$ cat src/rtl/axi4s_uart_pkg.sv
`default_nettype none
// ============================================================================
//  Module      : axi4s_uart_pkg
//  Description : Shared definitions for the AXI4-Stream UART blocks: baud-rate
//                selection, tics-per-beat computation and the RX state encoding.
//  Revision    : 1.0 - initial release
// ============================================================================
package axi4s_uart_pkg;

    // Receiver states; explicit 3-bit encoding.
    typedef enum logic [2:0] {
        IDLE  = 3'd0,
        START = 3'd1,
        DATA  = 3'd2,
        STOP  = 3'd3,
        BREAK = 3'd4
    } rx_state_t;

    // Synthesis builds use the real line rate; simulation uses a fast rate so
    // frames complete in a handful of clocks.
    function automatic int used_baud_rate(input int baud_rate, input int baud_rate_sim);
`ifdef SYNTHESIS
        return baud_rate;
`else
        return baud_rate_sim;
`endif
    endfunction

    // Number of aclk cycles per serial bit.
    function automatic int tics_per_beat(input int aclk_frequency, input int baud_rate);
        return aclk_frequency / baud_rate;
    endfunction

endpackage
`default_nettype wire

$ cat src/rtl/axi4s_uart_sync.sv
`default_nettype none
// ============================================================================
//  Module      : axi4s_uart_sync
//  Description : N-flop synchroniser for a single asynchronous bit with a
//                configurable reset value.
//  Revision    : 1.0 - initial release
// ============================================================================
module axi4s_uart_sync #(
    parameter int   STAGES      = 2,
    parameter logic RESET_VALUE = 1'b1
) (
    input  logic aclk,
    input  logic aresetn,
    input  logic i_d,
    output logic o_q
);

    // A single flop offers no metastability protection.
    if (STAGES < 2) begin : g_bad_stages
        $error("axi4s_uart_sync: STAGES must be at least 2");
    end

    logic [STAGES-1:0] r_sync;

    // Shift the asynchronous input through the flop chain.
    always_ff @(posedge aclk) begin
        if (!aresetn) begin
            r_sync <= {STAGES{RESET_VALUE}};
        end else begin
            r_sync <= {r_sync[STAGES-2:0], i_d};
        end
    end

    assign o_q = r_sync[STAGES-1];

endmodule
`default_nettype wire

$ cat src/rtl/axi4s_uart_rx.sv
`default_nettype none
// ============================================================================
//  Module      : axi4s_uart_rx
//  Description : 8N1 UART receiver (LSB first) delivering single-byte
//                AXI4-Stream beats, with frame-error and overrun pulses.
//  Revision    : 1.0 - initial release
// ============================================================================
module axi4s_uart_rx
    import axi4s_uart_pkg::*;
#(
    parameter int ACLK_FREQUENCY = 200000000,
    parameter int BAUD_RATE      = 9600,
    parameter int BAUD_RATE_SIM  = 50000000
) (
    input  logic       aclk,
    input  logic       aresetn,
    input  logic       uart_rxd,
    output logic       rx_byte_tvalid,
    input  logic       rx_byte_tready,
    output logic [7:0] rx_byte_tdata,
    output logic       rx_byte_tkeep,
    output logic       frame_error,
    output logic       overrun
);

    localparam int C_USED_BAUD_RATE = used_baud_rate(BAUD_RATE, BAUD_RATE_SIM);
    localparam int C_TICS_PER_BEAT  = tics_per_beat(ACLK_FREQUENCY, C_USED_BAUD_RATE);
    localparam int C_HALF           = C_TICS_PER_BEAT / 2;
    localparam int C_TIC_W          = $clog2(C_TICS_PER_BEAT);

    localparam logic [C_TIC_W-1:0] C_TIC_FULL = C_TIC_W'(C_TICS_PER_BEAT - 1);
    localparam logic [C_TIC_W-1:0] C_TIC_HALF = C_TIC_W'(C_HALF - 1);

    // Fewer than four clocks per bit leaves no room for mid-bit sampling.
    if (C_TICS_PER_BEAT < 4) begin : g_bad_tics
        $error("axi4s_uart_rx: TICS_PER_BEAT must be at least 4");
    end

    logic               w_rxd_s;
    rx_state_t          r_state,       w_state_nxt;
    logic [C_TIC_W-1:0] r_tic,         w_tic_nxt;
    logic [2:0]         r_bit,         w_bit_nxt;
    logic [7:0]         r_shift,       w_shift_nxt;
    logic               r_tvalid,      w_tvalid_nxt;
    logic [7:0]         r_tdata,       w_tdata_nxt;
    logic               r_frame_error, w_frame_error_nxt;
    logic               r_overrun,     w_overrun_nxt;
    logic               w_slot_free;

    axi4s_uart_sync #(
        .STAGES      (2),
        .RESET_VALUE (1'b1)
    ) u_sync (
        .aclk    (aclk),
        .aresetn (aresetn),
        .i_d     (uart_rxd),
        .o_q     (w_rxd_s)
    );

    // The output slot can accept a byte if empty or being drained this cycle.
    assign w_slot_free = !r_tvalid || rx_byte_tready;

    // Next-state, bit timing, shift register and output-register logic.
    always_comb begin
        w_state_nxt       = r_state;
        w_tic_nxt         = r_tic;
        w_bit_nxt         = r_bit;
        w_shift_nxt       = r_shift;
        w_tvalid_nxt      = r_tvalid;
        w_tdata_nxt       = r_tdata;
        w_frame_error_nxt = 1'b0;
        w_overrun_nxt     = 1'b0;

        // Handshake drains the slot; a byte loading below may refill it.
        if (r_tvalid && rx_byte_tready) begin
            w_tvalid_nxt = 1'b0;
        end

        case (r_state)
            IDLE: begin
                if (!w_rxd_s) begin
                    w_tic_nxt   = C_TIC_HALF;
                    w_state_nxt = START;
                end
            end
            START: begin
                if (r_tic == '0) begin
                    if (!w_rxd_s) begin
                        w_tic_nxt   = C_TIC_FULL;
                        w_bit_nxt   = 3'd7;
                        w_state_nxt = DATA;
                    end else begin
                        // Start bit vanished before mid-bit: treat as glitch.
                        w_state_nxt = IDLE;
                    end
                end else begin
                    w_tic_nxt = r_tic - 1'b1;
                end
            end
            DATA: begin
                if (r_tic == '0) begin
                    w_shift_nxt = {w_rxd_s, r_shift[7:1]};
                    w_tic_nxt   = C_TIC_FULL;
                    if (r_bit == 3'd0) begin
                        w_state_nxt = STOP;
                    end else begin
                        w_bit_nxt = r_bit - 1'b1;
                    end
                end else begin
                    w_tic_nxt = r_tic - 1'b1;
                end
            end
            STOP: begin
                if (r_tic == '0) begin
                    if (w_rxd_s) begin
                        if (w_slot_free) begin
                            w_tdata_nxt  = r_shift;
                            w_tvalid_nxt = 1'b1;
                        end else begin
                            w_overrun_nxt = 1'b1;
                        end
                        w_state_nxt = IDLE;
                    end else begin
                        w_frame_error_nxt = 1'b1;
                        w_state_nxt       = BREAK;
                    end
                end else begin
                    w_tic_nxt = r_tic - 1'b1;
                end
            end
            BREAK: begin
                // Hold off until the line returns high so a break reports once.
                if (w_rxd_s) begin
                    w_state_nxt = IDLE;
                end
            end
            default: begin
                w_state_nxt = IDLE;
            end
        endcase
    end

    // State and output registers.
    always_ff @(posedge aclk) begin
        if (!aresetn) begin
            r_state       <= IDLE;
            r_tic         <= '0;
            r_bit         <= 3'd0;
            r_shift       <= 8'h00;
            r_tvalid      <= 1'b0;
            r_tdata       <= 8'h00;
            r_frame_error <= 1'b0;
            r_overrun     <= 1'b0;
        end else begin
            r_state       <= w_state_nxt;
            r_tic         <= w_tic_nxt;
            r_bit         <= w_bit_nxt;
            r_shift       <= w_shift_nxt;
            r_tvalid      <= w_tvalid_nxt;
            r_tdata       <= w_tdata_nxt;
            r_frame_error <= w_frame_error_nxt;
            r_overrun     <= w_overrun_nxt;
        end
    end

    assign rx_byte_tvalid = r_tvalid;
    assign rx_byte_tdata  = r_tdata;
    assign rx_byte_tkeep  = 1'b1;
    assign frame_error    = r_frame_error;
    assign overrun        = r_overrun;

endmodule
`default_nettype wire
$ cat config.mk
export PLATFORM = sky130hd
export DESIGN_NAME = axi4s_uart_rx
export DESIGN_NICKNAME = d
export VERILOG_FILES = /design/src/rtl/axi4s_uart_pkg.sv /design/src/rtl/axi4s_uart_sync.sv /design/src/rtl/axi4s_uart_rx.sv
export SDC_FILE = /design/constraint.sdc
export NUM_CORES = 1
export LEC_CHECK = 0
export BUFFER_PORTS_ARGS = -buffer_cell sky130_fd_sc_hd__buf_2
export CORE_MARGIN = 2
export CORE_UTILIZATION = 55
export DETAILED_ROUTE_END_ITERATION = 10
export PLACE_DENSITY = 0.73
export SKIP_LAST_GASP = 1
export SYNTH_ARGS = -nofsm -noshare
export SYNTH_HDL_FRONTEND = slang
export SYNTH_SLANG_ARGS = --single-unit
$ cat constraint.sdc
create_clock -name aclk -period 4.45 [get_ports aclk]
set_input_delay 0.2225 -clock aclk [delete_from_list [all_inputs] [get_ports aclk]]
set_output_delay 0.2225 -clock aclk [all_outputs]
set_load 0.01 [all_outputs]
Word level (Yosys, flattened, before mapping)
Index checks and enable logic that the tools add are counted.
- bits in registers: 42
- logic and storage cells: 67
- input bits: 4
- reductions and logical operators: 15
- equal/unequal tests: 14
- add/subtract/negate cells: 2
- multiplexer cells: 27
- operator list (kind ; count):
    15-bit two-way mux ; 5
    15-bit one-hot mux with 4 select lines ; 1
    3-bit two-way mux ; 11
    2-bit inequality test (second input constant) ; 8
    15-bit zero test ; 1
    3-bit one-hot mux with 5 select lines ; 1
    15-bit by 1-bit subtractor with 15-bit output (second input constant) ; 1
    4-bit AND reduction ; 3
    1-bit two-way mux ; 7
    3-bit by 2-bit equality test with 1-bit output (second input constant) ; 2
    3-bit zero test ; 2
    3-bit one-hot mux with 2 select lines ; 1
    6-bit AND reduction ; 1
    5-bit AND reduction ; 1
    4-bit nonzero test ; 1
    3-bit by 1-bit equality test with 1-bit output (second input constant) ; 1
    3-bit equality test (second input constant) ; 1
    3-bit inequality test (second input constant) ; 1
    3-bit AND reduction ; 1
    3-bit by 1-bit subtractor with 3-bit output (second input constant) ; 1
    2-bit two-way mux ; 1
    2-bit by 1-bit inequality test with 1-bit output (second input constant) ; 1
    2-bit AND reduction ; 1
    2-bit nonzero test ; 1
    3 further kinds ; 3

Depth between registers and ports, before layout
Gate-level depths: netlist of the first run.
- depth after elaboration: 6
- mapped depth: 9

By module
From an unflattened synthesis of the first run, not the netlist that was laid out.
- cells, all modules: 237
- area, all modules: 2034.5 µm²
- modules (own cells, without submodules) (module ; instances ; cells an instance ; area an instance (µm²)):
    axi4s_uart_rx ; 1 ; 233 ; 1981.9
    axi4s_uart_sync ; 1 ; 4 ; 52.6

Least setup slack after synthesis of the first run
Ideal clock, no wire load.
- path type: register to register
- from: register r_tic[0]
- to: register r_tdata[0], in the netlist rx_byte_tdata[0]
- arrival: 1.994 ns
- slack: 2.340 ns
- cell stages (with the launch flop): 9
- setup time: 0.116 ns
- buffers on the path: 1
- period minus slack after synthesis: 2.110 ns
- cells stage by stage: dfxtp_1 inv_1 ha_1 nor4b_4 nand4_4 or4_1 buf_6 mux2i_1 nor2b_1
- cells in the longest elaborated chain, start to end: 2
- RTL lines (item ; RTL line ; source):
    start: declaration ; axi4s_uart_rx.sv:41 ; logic [C_TIC_W-1:0] r_tic, w_tic_nxt;
    start signal: assignment ; axi4s_uart_rx.sv:156 ; r_tic <= w_tic_nxt;
    15-bit zero test ; axi4s_uart_rx.sv:114 ; if (r_tic == '0) begin
    4-bit AND reduction (no line) ; - ;
    end signal: assignment ; axi4s_uart_rx.sv:160 ; r_tdata <= w_tdata_nxt;
    end: declaration ; axi4s_uart_rx.sv:45 ; logic [7:0] r_tdata, w_tdata_nxt;
No other way between the ends.
A chain may end at the register's enable or synchronous reset.

Final worst setup path of the first run
- from: register r_tic[0]
- to: register r_tic[1]
- cells in the longest elaborated chain, start to end: 3
- elaborated cells on any way between the ends: 9
- RTL lines (item ; RTL line):
    15-bit by 1-bit subtractor with 15-bit output or 15-bit zero test (tied branches) ; -
    15-bit two-way mux, or another cell as far along ; axi4s_uart_rx.sv:114
    15-bit one-hot mux with 4 select lines or 4-bit AND reduction (tied branches) ; -
Several ways; a longest one is shown, not always the timed one. The select of a mux whose other input is x is not followed.

==> results of run 1 <==
[cell families after synthesis]
kind of cell,synth area share (%)
AND/OR/NAND/NOR,26.1
AO/OA/AOI/OAI,19.5
flip-flops,39.3
buffers and inverters,4.91
multiplexers,7.95
adder cells (fa/ha/maj),1.75
other,0.175
XOR/XNOR,0.409
[path summary, 6_finish.rpt]
check,cells after the start,startpoint,endpoint,slack [ns]
hold reg to reg,1,u_sync.r_sync[0],u_sync.r_sync[1],0.43
hold / removal,2,uart_rxd,u_sync.r_sync[0],0.11
setup reg to reg,7,r_tic[0],r_tic[1],1.73
setup / recovery,7,r_tic[0],r_tic[1],1.73
[per-layer routing]
| layer | global-route usage [%] | routed length, µm |
|---|---|---|
| met1 | 29.5 | 2140 |
| met2 | 29.9 | 1780 |
| met3 | 4.09 | 151 |
| met4 | 6.12 | 57 |
| met5 | 0 | 0 |
[area by class of cell]
class                   count  area [µm²]
repair buffers             15        77.6
clock inverters             3        25.0
multi-input cells         168        1190
clock buffers               5        68.8
flip-flops and latches     42         841
inverters                   8        30.0
well taps                  48        60.1
fillers                   324        1390
[sequential cells by signal, indices dropped and copies added, names as in the netlist]
name,count
r_state,3
r_bit,3
overrun,1
rx_byte_tvalid,1
r_tic,15
frame_error,1
rx_byte_tdata,8
r_shift,8
u_sync.r_sync,2
[power breakdown]
| part | internal, W | total [W] | switching [W] |
|---|---|---|---|
| combinational | 0.0000555 | 0.000146 | 0.0000904 |
| clock | 0.000113 | 0.000255 | 0.000142 |
| sequential | 0.000387 | 0.000402 | 0.0000156 |
| total | 0.000556 | 0.000804 | 0.000248 |
[synthesized netlist by cell type (3+ instances only)]
library cell | n | area, µm²
nor2_1 | 12 | 45.0
clkbuf_1 | 10 | 37.5
inv_1 | 8 | 30.0
nor2b_1 | 17 | 106
a21oi_1 | 8 | 40.0
nand2b_1 | 6 | 37.5
nand2_1 | 13 | 48.8
buf_2 | 3 | 15.0
mux2i_1 | 17 | 170
nand3_1 | 4 | 20.0
o21ai_0 | 13 | 65.1
nor3b_1 | 4 | 30.0
and3b_1 | 3 | 26.3
ha_1 | 3 | 37.5
nor3_1 | 6 | 30.0
a21boi_0 | 7 | 52.6
nand4_1 | 6 | 37.5
nor4_1 | 3 | 18.8
o21a_1 | 7 | 52.6
dfxtp_1 | 42 | 841
[placed cells by master, fill, tap and decap left out, types with 7 or more instances in the layout]
master    netlist  routed
a21boi_0        7       7
a21oi_1         8       8
buf_2           3      14
dfxtp_1        42      42
inv_1           8       8
mux2i_1        17      17
nand2_1        13      13
nor2_1         12      12
nor2b_1        17      17
o21a_1          7       7
o21ai_0        13      13
[through the flow]
step / util (%) / instances / hold slack, ns
after floorplan: - / 234 / 0.324
final: 62.3 / 289 / 0.108
after global placement: 59.7 / 281 / 0.391
after CTS: 62.3 / 289 / 0.105
after global routing: 62.3 / 289 / 0.106
after detailed placement: 59.7 / 281 / 0.409
[worst max-delay path: cells and delay by family, from the launching register on]
family	cells	cell delay, ns
AOI/OAI and AO/OA	3	1.45
and+or+nand+nor	2	0.45
DFF	1	0.35
adders and majority gates	1	0.27
buffers and inverters	1	0.10
==> results.cfg, run 1 <==
[drt]
final_antenna_net_count = 0
drcViolationCount = 0
wl_um = 4130
wl_per_cell_um = 14.3
drt_iter0_markers = 120
drt_first_pass_iters = 4
vias_per_cell = 5.88
num_vias = 1700

[synth]
seq_area_frac_synth_pct = 39.3
synthFlopType = dfxtp_1
synth_edf_count = 0
async_flop_share_pct = 0
yosysWarningCount = 0
synth_fp_nets = 241
synth_area_per_cell_um2 = 9.15
ys_ff_latch = 42
synthCells = 234
synthDistinctLibCells = 51
syn_area_um2 = 2140

[global_routing]
grtUsageTotal_pct = 20.3
grt_max_degree = 46
grt_overflow = 0
grt_pass1_vias = 1484
antenna_found_initial = 0
grt_first_pass_wirelength_um = 6960

[placement]
place_area_um2 = 2200
port_buffers = 14
hpwl_um = 2800
post-place-ws_ns = 1.79
gp_congestion = 0.843

[outcome]
status = finished, final reports clean

[clock_tree]
clk_pin_slew_ns = 0.09
postCtsHoldBufs = 0
cts_setup_buffers = 0
clock_latency_ns = 0.30
ctsLongestPathBuffers = 2
cts_resized = 0
cts_tree = yes
htreeDepth = 2
numCtsBuffers = 5
cts_sinks = 42
cts-root-buf = clkbuf_8

[sta]
setup_viol = 0
finalHoldViolCount = 0
setup_slack_ns = 1.73
fin_crit_ns = 2.72
rsz0062_at_grt = false
max_freq_ghz = 0.367
slew_headroom_pct = 22.3
fin_worst_skew_ns = 0.00408
drv_slew = 0
worstMarginPinSlew_ns = 1.17
setup_tns_ns = 0
period_share_pct = 61.2

[floorplanning]
fp-row-count = 22
die_y_um = 66.4
start_util_pct = 58.0
io_pins = 16
core_um2 = 3690
fp.dieW_um = 66.4
dieArea_um2 = 4410

[worst_setup_path]
cp-start-kind = flop
cpPeakStageDelay_ns = 0.94
crit_path_max_fanout = 17
required_ns = 4.64
slowest_stage = a21oi_1
crit_arrival_ns = 2.92
path_class = flop to flop
critical_path.cell_chain = inv_1, ha_1, nor4b_4, and4_1, a21oi_1, o21ai_0, o221a_2
end_kind = flop

[power]
p_leak_nw = 0.905
power_density_nw_per_um2 = 350
power_w = 0.000804
ir_drop_mv = 0.198

[cells_and_area]
drive_gt1_share_pct = 13.3
final_cell_area_um2 = 2300
num_antenna_cells = 0
nets = 247
area_growth_pct = 7.31

[job]
max_cap_viol_count = 0

[hold_path]
hp-class = primary input to flop
Note: power is estimated with default switching activity, not from simulation.
==> run 2: changes to the inputs <==
--- a/config.mk
+++ b/config.mk
@@ -7,7 +7,7 @@
 export LEC_CHECK = 0
 export BUFFER_PORTS_ARGS = -buffer_cell sky130_fd_sc_hd__buf_2
 export CORE_MARGIN = 2
-export CORE_UTILIZATION = 55
+export CORE_UTILIZATION = 53
 export DETAILED_ROUTE_END_ITERATION = 10
 export PLACE_DENSITY = 0.73
 export SKIP_LAST_GASP = 1
==> constraint.sdc (replaced) <==
create_clock -name aclk -period 2.5 [get_ports aclk]
set_input_delay 0.125 -clock aclk [delete_from_list [all_inputs] [get_ports aclk]]
set_output_delay 0.125 -clock aclk [all_outputs]
set_load 0.01 [all_outputs]
==> run 2 against run 1 <==
Fmax increased by 14%. Register-to-register slack got worse by 1.6 ns. Clock skew increased by 0.0044 ns. Critical path type unchanged.
==> results.cfg, run 2 (synthesis gave the netlist of run 1 again) <==
[outcome]
status = finished, final reports clean

[sta]
rsz0062_at_grt = false
finalHoldViolCount = 0
setup_viol = 0
fin_worst_skew_ns = 0.00845
slew_headroom_pct = 55.3
fin_crit_ns = 2.39
period_share_pct = 95.7
setup_tns_ns = 0
drv_slew = 0
worstMarginPinSlew_ns = 0.670
max_freq_ghz = 0.418

[floorplanning]
start_util_pct = 54.3
io_pins = 16
fp-row-count = 23
core_um2 = 3940
die_y_um = 67.6
fp.dieW_um = 67.6
dieArea_um2 = 4560

[placement]
hpwl_um = 2920
dp_cells = 289
port_buffers = 14
gp_congestion = 0.877

[clock_tree]
clk_pin_slew_ns = 0.09
ctsLongestPathBuffers = 2
cts_tree = yes
numCtsBuffers = 5
clock_latency_ns = 0.30
cts-root-buf = clkbuf_8
htreeDepth = 2
cts_resized = 0
cts_sinks = 42
cts_setup_buffers = 0
postCtsHoldBufs = 1

[drt]
vias_per_cell = 5.73
drcViolationCount = 0
wl_um = 4200
wl_per_cell_um = 14.1
drt_first_pass_iters = 4
num_vias = 1709
final_antenna_net_count = 0
drt_iter0_markers = 82

[power]
power_density_nw_per_um2 = 616
ir_drop_mv = 0.355
p_leak_nw = 0.934

[worst_setup_path]
required_ns = 2.70
slowest_stage = or4_1
cp_num_buf_inv = 1
crit_path_max_fanout = 8
regToRegSetupSlack_ns = 0.11
critical_path.cell_chain = inv_1, ha_1, nor4b_4, nand4_4, or4_1, mux2i_1, nor2b_1
cp_top_family = simple AND/OR/NAND/NOR gates
cpPeakStageDelay_ns = 0.79
rr_worst_depth = 7
crit_arrival_ns = 2.60
cp-start-kind = flop
reg2reg_to = rx_byte_tdata[6]
r2r_start = r_tic[0]
end_kind = flop
path_class = flop to flop

[global_routing]
antenna_found_initial = 0
grt_pass1_vias = 1525
grtUsageTotal_pct = 20.1
grt_overflow = 0
grt_max_degree = 46
grt_first_pass_wirelength_um = 6810

[hold_path]
whs_path_depth = 3
hold_end = overrun
hp-class = primary input to flop
worstHoldStart = rx_byte_tready

[cells_and_area]
area_growth_pct = 9.94
nets = 254
largest-register = r_tic
nFillCells = 361
mostFrequentLayoutCells = dfxtp_1, nor2b_1, mux2i_1
drive_gt1_share_pct = 15.3
final_common_cell = dfxtp_1
instances_no_fill = 298
num_antenna_cells = 0
largest_reg_flops = 15

[job]
max_cap_viol_count = 0
## run 2: cell types whose count changed in the layout (fill, tap and decap cells not counted), sizes merged
| cell | delta |
|---|---|
| clkinvlp | +1 |
| dlygate4sd3 | +1 |
| clkinv | -1 |
| buf | +6 |
## run 2: worst max-delay path by stage
stage | startpoint | end | cells after the start | slack, ns
final | r_tic[0] | rx_byte_tdata[6] | 7 | 0.11
after CTS | r_tic[0] | rx_byte_tdata[6] | 7 | 0.12
after global placement | r_tic[0] | rx_byte_tdata[0] | 7 | 0.20
after global routing | r_tic[0] | rx_byte_tdata[6] | 7 | 0.02
after detailed placement | r_tic[0] | rx_byte_tdata[6] | 7 | 0.12
after floorplan | r_tic[0] | rx_byte_tdata[0] | 8 | 0.39
## run 2: where the power goes
group          leakage [nW]  switching, W  internal, W
clock network        0.0408      0.000249     0.000200
registers             0.340     0.0000273     0.000689
logic                 0.553      0.000167     0.000119
total                 0.934      0.000444      0.00101
## run 2: cell type report
| class | count | area (µm²) | share of cell area, % |
|---|---|---|---|
| inverters | 8 | 30.0 | 1.28 |
| clock inverters | 3 | 23.8 | 1.01 |
| clock buffers | 5 | 68.8 | 2.92 |
| multi-input cells | 168 | 1190 | 50.8 |
| flip-flops and latches | 42 | 841 | 35.7 |
| repair buffers | 22 | 133 | 5.64 |
| well taps | 50 | 62.6 | 2.66 |
## run 2: layer usage
metal / GRT usage [%] / up-vias / wire, µm
met5: 0 / - / 0
met4: 9.69 / 0 / 92
met3: 4.33 / 7 / 173
met2: 32.8 / 39 / 1960
met1: 24.9 / 789 / 1980
li1: - / 874 / -
## run 2: tightest hold or removal path, cell delays in order
cell     delay, ns
buf_2         0.08
nor2b_1       0.05
and3_1        0.15
## run 2: metrics by stage
stage | setup slack [ns] | power (W) | utilization [%] | hold WS, ns | cell area (µm²)
final | 0.107 | 0.00145 | 59.7 | 0.149 | 2350
after global routing | 0.0177 | 0.00152 | 59.7 | 0.160 | 2350
after CTS | 0.117 | 0.00146 | 59.7 | 0.145 | 2350
after detailed placement | 0.117 | 0.00101 | 57.1 | 0.314 | 2250
after global placement | 0.198 | 0.00101 | 57.1 | 0.308 | 2250
after floorplan | 0.390 | 0.000940 | - | 0.226 | 2140
